==> src/rtl/tile_control_unit.sv <==
`default_nettype none
// ----------------------------------------------------------------------------
// tile_control_unit: sequences A/B block reads, PU accumulation and C writes
// for one output tile. Optional macro TILE_CU_GRANT_TIMEOUT_EN adds a grant timeout.
// Revision: 1.0
// ----------------------------------------------------------------------------
module tile_control_unit #(
  parameter int K              = 2,
  parameter int INDEX_WIDTH    = 8,
  parameter int MEM_ADDR_WIDTH = 10,
  parameter int MU_WIDTH       = 8,
`ifdef TILE_CU_GRANT_TIMEOUT_EN
  parameter int TIMEOUT        = 64,
`endif
  localparam int EL_W = ((K * K) > 1) ? $clog2(K * K) : 1
) (
  input  logic                      i_Clock,
  input  logic                      i_Reset,
  input  logic                      i_Indexes_Ready,
  input  logic [INDEX_WIDTH-1:0]    i_Row_Index,
  input  logic [INDEX_WIDTH-1:0]    i_Column_Index,
  input  logic [MU_WIDTH-1:0]       i_mu,
  input  logic [INDEX_WIDTH-1:0]    i_N,
  input  logic [MEM_ADDR_WIDTH-1:0] i_A_Base,
  input  logic [MEM_ADDR_WIDTH-1:0] i_B_Base,
  input  logic [MEM_ADDR_WIDTH-1:0] i_C_Base,
  output logic                      o_Indexes_Received,
  output logic                      o_Result_Ready,
  output logic                      o_Grant_Request,
  input  logic                      i_Grant,
  output logic [EL_W-1:0]           o_RF_Address,
  output logic                      o_RF_Write_Enable,
  output logic                      o_RF_Read_Enable,
  output logic                      o_AorB,
  output logic                      o_PU_Start,
  output logic                      o_PU_Clear,
  input  logic                      i_Partial_Output_Ready,
  output logic                      o_Memory_Read_Enable,
  output logic                      o_Memory_Write_Enable,
  output logic [MEM_ADDR_WIDTH-1:0] o_Memory_Address
`ifdef TILE_CU_GRANT_TIMEOUT_EN
  ,
  output logic                      o_Timeout
`endif
);

  localparam int                        KK     = K * K;
  localparam logic [EL_W-1:0]           E_LAST = EL_W'(KK - 1);
  localparam logic [MEM_ADDR_WIDTH-1:0] KK_M   = MEM_ADDR_WIDTH'(KK);

  typedef enum logic [2:0] {
    IDLE    = 3'd0,
    REQ_RD  = 3'd1,
    RD_A    = 3'd2,
    RD_B    = 3'd3,
    PU_WAIT = 3'd4,
    REQ_WR  = 3'd5,
    WR      = 3'd6
  } state_t;

  state_t                    state, next_state;
  logic [INDEX_WIDTH-1:0]    row_q, col_q, n_q;
  logic [MU_WIDTH-1:0]       mu_q, x_q;
  logic [EL_W-1:0]           e_q;
  logic                      ack_q, start_q, clear_q, done_q;
  logic                      accept, burst_last, more_blocks, grant_ok, hold_off;
  logic [MEM_ADDR_WIDTH-1:0] a_addr, b_addr, c_addr;

`ifdef TILE_CU_GRANT_TIMEOUT_EN
  localparam int TO_W = (TIMEOUT > 1) ? $clog2(TIMEOUT) : 1;
  logic [TO_W-1:0] to_cnt;
  logic            to_pulse;

  // The request is withdrawn for the single cycle the timeout pulse is high.
  always_ff @(posedge i_Clock or negedge i_Reset) begin
    if (!i_Reset) begin
      to_cnt   <= '0;
      to_pulse <= 1'b0;
    end else if (!((state == REQ_RD) || (state == REQ_WR)) || to_pulse || i_Grant) begin
      to_cnt   <= '0;
      to_pulse <= 1'b0;
    end else if (to_cnt == TO_W'(TIMEOUT - 1)) begin
      to_cnt   <= '0;
      to_pulse <= 1'b1;
    end else begin
      to_cnt   <= to_cnt + TO_W'(1);
    end
  end

  assign o_Timeout = to_pulse;
  assign hold_off  = to_pulse;
`else
  assign hold_off  = 1'b0;
`endif

  assign burst_last  = (e_q == E_LAST);
  assign more_blocks = (({1'b0, x_q} + (MU_WIDTH + 1)'(1)) < {1'b0, mu_q});
  assign grant_ok    = i_Grant && !hold_off;

  assign a_addr = i_A_Base + ((MEM_ADDR_WIDTH'(row_q) * MEM_ADDR_WIDTH'(mu_q) + MEM_ADDR_WIDTH'(x_q)) * KK_M) + MEM_ADDR_WIDTH'(e_q);
  assign b_addr = i_B_Base + ((MEM_ADDR_WIDTH'(x_q) * MEM_ADDR_WIDTH'(n_q) + MEM_ADDR_WIDTH'(col_q)) * KK_M) + MEM_ADDR_WIDTH'(e_q);
  assign c_addr = i_C_Base + ((MEM_ADDR_WIDTH'(row_q) * MEM_ADDR_WIDTH'(n_q) + MEM_ADDR_WIDTH'(col_q)) * KK_M) + MEM_ADDR_WIDTH'(e_q);

  always_ff @(posedge i_Clock or negedge i_Reset) begin
    if (!i_Reset) state <= IDLE;
    else          state <= next_state;
  end

  always_comb begin
    next_state            = state;
    accept                = 1'b0;
    o_Grant_Request       = 1'b0;
    o_Memory_Read_Enable  = 1'b0;
    o_Memory_Write_Enable = 1'b0;
    o_RF_Write_Enable     = 1'b0;
    o_RF_Read_Enable      = 1'b0;
    o_AorB                = 1'b0;
    o_RF_Address          = '0;
    o_Memory_Address      = '0;
    case (state)
      IDLE: begin
        if (i_Indexes_Ready) begin
          accept     = 1'b1;
          next_state = (i_mu == '0) ? REQ_WR : REQ_RD;
        end
      end
      REQ_RD: begin
        o_Grant_Request = !hold_off;
        if (grant_ok) next_state = RD_A;
      end
      RD_A: begin
        o_Grant_Request      = 1'b1;
        o_Memory_Read_Enable = 1'b1;
        o_RF_Write_Enable    = 1'b1;
        o_RF_Address         = e_q;
        o_Memory_Address     = a_addr;
        if (burst_last) next_state = RD_B;
      end
      RD_B: begin
        o_Grant_Request      = 1'b1;
        o_Memory_Read_Enable = 1'b1;
        o_RF_Write_Enable    = 1'b1;
        o_AorB               = 1'b1;
        o_RF_Address         = e_q;
        o_Memory_Address     = b_addr;
        if (burst_last) next_state = PU_WAIT;
      end
      PU_WAIT: begin
        if (i_Partial_Output_Ready) next_state = more_blocks ? REQ_RD : REQ_WR;
      end
      REQ_WR: begin
        o_Grant_Request = !hold_off;
        if (grant_ok) next_state = WR;
      end
      WR: begin
        o_Grant_Request       = 1'b1;
        o_Memory_Write_Enable = 1'b1;
        o_RF_Read_Enable      = 1'b1;
        o_RF_Address          = e_q;
        o_Memory_Address      = c_addr;
        if (burst_last) next_state = IDLE;
      end
      default: next_state = IDLE;
    endcase
  end

  // A zero-length inner loop still clears the PU so an all-zero C block is written.
  always_ff @(posedge i_Clock or negedge i_Reset) begin
    if (!i_Reset) begin
      row_q   <= '0;
      col_q   <= '0;
      n_q     <= '0;
      mu_q    <= '0;
      x_q     <= '0;
      e_q     <= '0;
      ack_q   <= 1'b0;
      start_q <= 1'b0;
      clear_q <= 1'b0;
      done_q  <= 1'b0;
    end else begin
      ack_q   <= accept;
      start_q <= (state == RD_B) && burst_last;
      clear_q <= ((state == RD_B) && burst_last && (x_q == '0)) || (accept && (i_mu == '0));
      done_q  <= (state == WR) && burst_last;
      if (accept) begin
        row_q <= i_Row_Index;
        col_q <= i_Column_Index;
        n_q   <= i_N;
        mu_q  <= i_mu;
        x_q   <= '0;
      end else if ((state == PU_WAIT) && i_Partial_Output_Ready && more_blocks) begin
        x_q   <= x_q + MU_WIDTH'(1);
      end
      if (next_state != state)
        e_q <= '0;
      else if ((state == RD_A) || (state == RD_B) || (state == WR))
        e_q <= e_q + EL_W'(1);
    end
  end

  assign o_Indexes_Received = ack_q;
  assign o_PU_Start         = start_q;
  assign o_PU_Clear         = clear_q;
  assign o_Result_Ready     = done_q;

endmodule
`default_nettype wire

==> config.mk <==
export PLATFORM = sky130hd
export DESIGN_NAME = tile_control_unit
export DESIGN_NICKNAME = d
export VERILOG_FILES = /design/src/rtl/tile_control_unit.sv
export SDC_FILE = /design/constraint.sdc
export NUM_CORES = 1
export LEC_CHECK = 0
export BUFFER_PORTS_ARGS = -buffer_cell sky130_fd_sc_hd__buf_2
export CAP_MARGIN = 20
export CORE_MARGIN = 2
export CORE_UTILIZATION = 30
export DETAILED_ROUTE_END_ITERATION = 10
export PLACE_DENSITY = 0.44
export SYNTH_ARGS = -nofsm -noshare
export SYNTH_HDL_FRONTEND = slang
export SYNTH_SLANG_ARGS = --single-unit
export TNS_END_PERCENT = 30
==> constraint.sdc <==
create_clock -name i_Clock -period 5.9 [get_ports i_Clock]
set_input_delay 0.295 -clock i_Clock [delete_from_list [all_inputs] [get_ports i_Clock]]
set_output_delay 0.295 -clock i_Clock [all_outputs]
set_load 0.005 [all_outputs]
==> impl_metrics.py, run 1 <==
metrics = {
    "status": {
        "outcome": "finished, final reports clean",
    },
    "synthesis": {
        "synth-seq-cells": 49,
        "syn_nets": 1004,
        "ys_types": 50,
        "synth_edf_count": 0,
        "yosys_most_used_dff": "dfrtp_1",
        "yosysSeqAreaShare_pct": 17.9,
        "syn_inst": 792,
        "yosys_warnings": 0,
        "syn_area_um2": 6850,
        "postSynth.asyncResetShare_pct": 100,
        "syn_area_per_cell_um2": 8.64,
    },
    "detailed_routing": {
        "viasPerCell": 4.58,
        "drt_first_pass_iters": 4,
        "initialDrtViolationCount": 212,
        "avgRoutedWirePerCell_um": 15.5,
        "ant_nets": 0,
        "wirelength_um": 17700,
        "vias": 5238,
        "drcViolationCount": 0,
    },
    "setup_path": {
        "critPathRequiredTime_ns": 5.61,
        "r2r_setup_slack_ns": 2.76,
        "cp.arrival_ns": 5.22,
        "critPathMaxFanout": 17,
        "start_kind": "register",
        "end_kind": "output port",
        "path_class": "reg -> out",
    },
    "timing": {
        "skew_ns": 0.0132,
        "grt_setup_unrepaired": "false",
        "period_minus_slack_ns": 5.51,
        "fin_crit_sh_pct": 93.4,
        "max_freq_mhz": 181,
        "slew_headroom_pct": 36.5,
        "tns_ns": 0,
        "drv_slew": 0,
        "worst_pin_slew_ns": 0.953,
        "hold_viol_final": 0,
        "setup_violations": 0,
    },
    "finish": {
        "area_growth_pct": 12.2,
        "nets": 1070,
        "layout-drive-gt1-share_pct": 15.4,
        "fillers": 2419,
        "antennaDiodeCount": 0,
    },
    "clock_network": {
        "cts_root_buf": "clkbuf_16",
        "h-tree-depth": 2,
        "cts_tree": "built",
        "cts_buffer_depth": 2,
        "hold_buffers": 0,
        "clk_latency_ns": 0.30,
        "cts_sinks": 49,
        "cts_setup_buffers": 0,
        "clkTransAtPathRegs_ns": 0.08,
        "cts_resized": 0,
        "cts-buffers-inserted": 5,
    },
    "global_route": {
        "grt_overflow": 0,
        "grt_pass1_wl_um": 28800,
        "grt_max_degree": 50,
        "grt_usage_pct": 15.2,
        "grt_pass1_vias": 5296,
        "antenna_found_initial": 0,
    },
    "placed_design": {
        "hpwl_um": 14500,
        "numPortBuffers": 88,
        "gp_congestion": 0.810,
    },
    "floorplan": {
        "die_h_um": 155,
        "core.rowCount": 55,
        "io_pins": 89,
        "start_util_pct": 30.4,
        "die_area_um2": 24000,
        "die_width_um": 155,
        "core_area_um2": 22500,
    },
    "worst_hold_path": {
        "hold_class": "in -> async",
    },
    "job": {
        "max_cap_violations": 0,
    },
}
-- worst paths after layout --
check	depth (start not counted)	start	end
min	2	i_Reset	o_Indexes_Received$_DFF_PN0_
max	19	n_q[0]$_DFFE_PN0P_	o_Memory_Address[9]
min in group i_Clock	3	i_Column_Index[4]	col_q[4]$_DFFE_PN0P_
min reg2reg	1	col_q[0]$_DFFE_PN0P_	col_q[0]$_DFFE_PN0P_
max reg2reg	11	x_q[1]$_DFFE_PN0P_	x_q[3]$_DFFE_PN0P_
max in group asynchronous	2	i_Reset	col_q[1]$_DFFE_PN0P_
-- through the flow --
step / cell area (um^2) / util [%] / setup WS, ns / hold slack [ns] / instances
2_1_floorplan: 6850 / - / 1.19 / -0.000591 / 792
6_report: 7680 / 34.2 / 0.390 / 0.107 / 1144
4_1_cts: 7680 / 34.2 / 0.339 / 0.138 / 1144
3_5_place_dp: 7530 / 33.4 / 0.673 / 0.461 / 1136
5_1_grt: 7680 / 34.2 / 0.0230 / 0.161 / 1144
3_3_place_gp: 7530 / 33.4 / 0.692 / 0.462 / 1136
-- layout make-up --
| class | instances | area [um^2] | area share [%] |
|---|---|---|---|
| Inverter | 130 | 488 | 6.35 |
| Sequential cell | 49 | 1230 | 16.0 |
| Clock buffer | 5 | 125 | 1.63 |
| Clock inverter | 3 | 33.8 | 0.440 |
| Tap cell | 285 | 357 | 4.64 |
| Multi-Input combinational cell | 578 | 4970 | 64.7 |
| Timing Repair Buffer | 94 | 485 | 6.32 |
-- critical path, stage by stage, from the launching register on --
cell and delay [ns]:
dfrtp_1 0.72, nand2_1 0.14, fa_1 0.52, inv_1 0.06, fa_1 0.45, ha_1 0.29
inv_1 0.05, fa_1 0.59, inv_1 0.06, ha_1 0.28, a21o_1 0.17, a21oi_1 0.17
xnor2_1 0.15, ha_1 0.29, a21oi_1 0.13, o21ai_0 0.12, xnor2_1 0.24, nor2_1 0.06
a221o_1 0.28, buf_2 0.13
-- cell usage after synthesis (2+ instances only) --
cell type,instances,share of area [%]
nand3_1,11,0.80
a31o_2,2,0.26
xor2_1,18,2.3
a21boi_0,3,0.33
and2_1,37,3.4
nand2b_1,5,0.46
a211oi_1,2,0.22
and3_1,7,0.64
buf_4,3,0.33
o22ai_1,7,0.64
nand2_2,2,0.18
nand4_1,2,0.18
xnor2_1,70,9.0
o21a_1,5,0.55
dfrtp_1,49,18
a21oi_1,28,2.0
nor3_1,5,0.37
fa_1,57,17
ha_1,88,16
o21bai_1,3,0.33
clkbuf_1,18,0.99
buf_2,11,0.80
mux2_2,20,3.3
nor2b_1,5,0.46
mux2i_1,4,0.58
o21ai_0,28,2.0
a21o_1,12,1.3
buf_1,2,0.11
inv_1,130,7.1
o311ai_0,2,0.26
nand2_1,114,6.2
nor2_1,22,1.2
nor4_1,3,0.27
-- placed cells by master, fill, tap and decap left out, drive strengths merged, types with 6 or more instances in the layout --
| cell | count |
|---|---|
| a21oi | 28 |
| buf | 94 |
| fa | 57 |
| and2 | 37 |
| nor2 | 22 |
| mux2 | 20 |
| dfrtp | 49 |
| inv | 130 |
| xnor2 | 71 |
| o21ai | 28 |
| and3 | 7 |
| nand2 | 116 |
| nor3 | 6 |
| nand3 | 11 |
| xor2 | 18 |
| a21o | 12 |
| o22ai | 7 |
| ha | 88 |
-- flip-flops by register name (all words and copies together), names as in the netlist --
signal	cells
o_PU_Clear	1
o_PU_Start	1
row_q	8
e_q	2
col_q	8
n_q	8
o_Indexes_Received	1
x_q	8
mu_q	8
o_Result_Ready	1
state	3
-- metal layers --
layer / GRT usage (%) / share of wire [%] / vias to the layer above
met5: 0 / 0 / -
met1: 22.6 / 52 / 2479
met4: 1.50 / 0.71 / 0
met2: 24.3 / 44 / 99
li1: - / - / 2653
met3: 1.98 / 3.5 / 7
-- logic make-up after synthesis --
family	count (synthesis)	share of synthesized area, %
DFF	49	17.9
xor gates and xnor gates	90	11.8
buffers and inverters	165	9.52
muxes	24	3.87
AOI/OAI and AO/OA	100	9.05
and+or+nand+nor	219	15.1
adders and majority gates	145	32.7
Power of run 1 is not shown: default switching activity piles up to over one toggle a cycle in this logic, so the estimate is an artifact.
==> run 2: changes to the inputs <==
- CORE_UTILIZATION: 30 -> 55
- PLACE_DENSITY: 0.44 -> 0.73
- REMOVE_ABC_BUFFERS: unset -> 1
==> run 2 against run 1 <==
Net effect: setup slack worse by 0.11 ns; global-route usage grew 10 points; wire length is 9.3% lower; via count grew 4.1%; clock skew decreased by 0.00096 ns.
==> impl_metrics.py, run 2 (synthesized netlist as in run 1, its figures left out) <==
metrics = {
    "status": {
        "outcome": "finished, final reports clean",
    },
    "setup_path": {
        "end_kind": "output port",
        "cp_slowest_cell": "dfrtp_1",
        "crit_chain": "nand2_1 -> fa_1 -> inv_1 -> fa_1 -> ha_1 -> inv_1 -> fa_1 -> fa_1 -> inv_1 -> ha_1 -> o41ai_1 -> o21ai_0 -> xnor2_1 -> nor2_1 -> a221o_1 -> buf_2",
        "critPathRequiredTime_ns": 5.61,
        "start_kind": "register",
        "critPathMaxFanout": 17,
        "cpPeakStageDelay_ns": 0.73,
        "path_class": "reg -> out",
        "cp_common_cell": "fa_1",
        "cp.arrival_ns": 5.32,
    },
    "floorplan": {
        "die_h_um": 116,
        "core_area_um2": 12100,
        "core.rowCount": 40,
        "die_area_um2": 13400,
        "start_util_pct": 56.8,
        "die_width_um": 116,
        "io_pins": 89,
    },
    "clock_network": {
        "cts_resized": 0,
        "cts_sinks": 49,
        "cts_buffer_depth": 2,
        "h-tree-depth": 2,
        "hold_buffers": 0,
        "cts_setup_buffers": 0,
        "clkTransAtPathRegs_ns": 0.07,
        "cts-buffers-inserted": 5,
        "cts_tree": "built",
        "cts_root_buf": "clkbuf_16",
        "clk_latency_ns": 0.30,
    },
    "global_route": {
        "grt_overflow": 0,
        "antenna_found_initial": 0,
        "grt_max_degree": 56,
        "grt_pass1_vias": 5669,
        "grt_pass1_wl_um": 26900,
        "grt_usage_pct": 25.6,
    },
    "detailed_routing": {
        "ant_nets": 0,
        "drt_first_pass_iters": 5,
        "initialDrtViolationCount": 386,
        "vias": 5451,
        "avgRoutedWirePerCell_um": 15.7,
        "viasPerCell": 5.33,
        "wirelength_um": 16100,
        "drcViolationCount": 0,
    },
    "timing": {
        "period_minus_slack_ns": 5.62,
        "grt_setup_unrepaired": "false",
        "slew_headroom_pct": 40.2,
        "worst_pin_slew_ns": 0.897,
        "fin_crit_sh_pct": 95.2,
        "drv_slew": 0,
        "setup_violations": 0,
        "hold_viol_final": 0,
        "skew_ns": 0.0122,
        "max_freq_mhz": 178,
        "tns_ns": 0,
    },
    "job": {
        "max_cap_violations": 0,
    },
    "finish": {
        "final_common_cell": "inv_1",
        "layout-drive-gt1-share_pct": 15.0,
        "fillers": 1075,
        "antennaDiodeCount": 0,
        "nets": 1066,
        "final_cell_mix": "130 x inv_1, 114 x nand2_1, 88 x ha_1, 88 x buf_2, 70 x xnor2_1",
        "area_growth_pct": 9.89,
    },
    "placed_design": {
        "gp_congestion": 0.951,
        "hpwl_um": 13000,
        "numPortBuffers": 88,
    },
    "worst_hold_path": {
        "hold_class": "in -> async",
    },
}
-- run 2: changes by cell type in the layout (fill, tap and decap cells not counted) --
cell / before / now
buf_4: 6 / 2
bufinv_16: 0 / 1
clkinvlp_4: 0 / 1
clkinv_8: 1 / 0
clkinv_4: 2 / 0
inv_8: 0 / 1
-- run 2: per-stage QoR --
step | cells | instance area (um^2) | hold WS, ns | worst slack, ns | utilization (%)
finish | 1023 | 7520 | 0.0875 | 0.284 | 62.4
global route | 1023 | 7520 | 0.156 | 0.0468 | 62.4
CTS | 1023 | 7520 | 0.136 | 0.259 | 62.4
detailed placement | 1015 | 7350 | 0.453 | 0.589 | 60.9
global placement | 1015 | 7350 | 0.441 | 0.723 | 60.9
floorplan | 757 | 6680 | -0.000591 | 1.33 | -
-- run 2: worst paths after layout --
check	startpoint	to	slack, ns	depth (start not counted)
setup / recovery	n_q[0]$_DFFE_PN0P_	o_Memory_Address[9]	0.28	16
hold / removal	i_Reset	col_q[0]$_DFFE_PN0P_	0.09	2
setup reg to reg	x_q[0]$_DFFE_PN0P_	x_q[4]$_DFFE_PN0P_	2.67	10
hold reg to reg	col_q[0]$_DFFE_PN0P_	col_q[0]$_DFFE_PN0P_	0.56	1
max in group asynchronous	i_Reset	e_q[0]$_DFFE_PN0P_	5.35	2
min in group i_Clock	i_Column_Index[4]	col_q[4]$_DFFE_PN0P_	0.20	3
-- run 2: metal layers --
layer,track usage [%],part of all wire (%),vias up
li1,-,-,2643
met1,33.6,45,2596
met2,44.8,48,184
met3,3.09,4.7,28
met4,6.75,2.3,0
met5,0,0,-
-- run 2: cell type report --
class | count | area (um^2) | share of cell area (%)
clock buffers | 5 | 125 | 1.66
clock inverters | 3 | 48.8 | 0.649
inverters | 130 | 488 | 6.49
multi-input cells | 578 | 4970 | 66.1
flip-flops and latches | 49 | 1230 | 16.3
well taps | 168 | 210 | 2.79
repair buffers | 90 | 455 | 6.05
-- run 2: critical path, delay by kind of cell (launching register included) --
| kind | cells | cell delay, ns |
|---|---|---|
| AO/OA/AOI/OAI | 3 | 0.94 |
| XOR/XNOR | 1 | 0.25 |
| adder cells (fa/ha/maj) | 6 | 2.56 |
| buffers and inverters | 4 | 0.29 |
| flip-flops | 1 | 0.73 |
| AND/OR/NAND/NOR | 2 | 0.24 |
Power of run 2 is left out for the same reason.
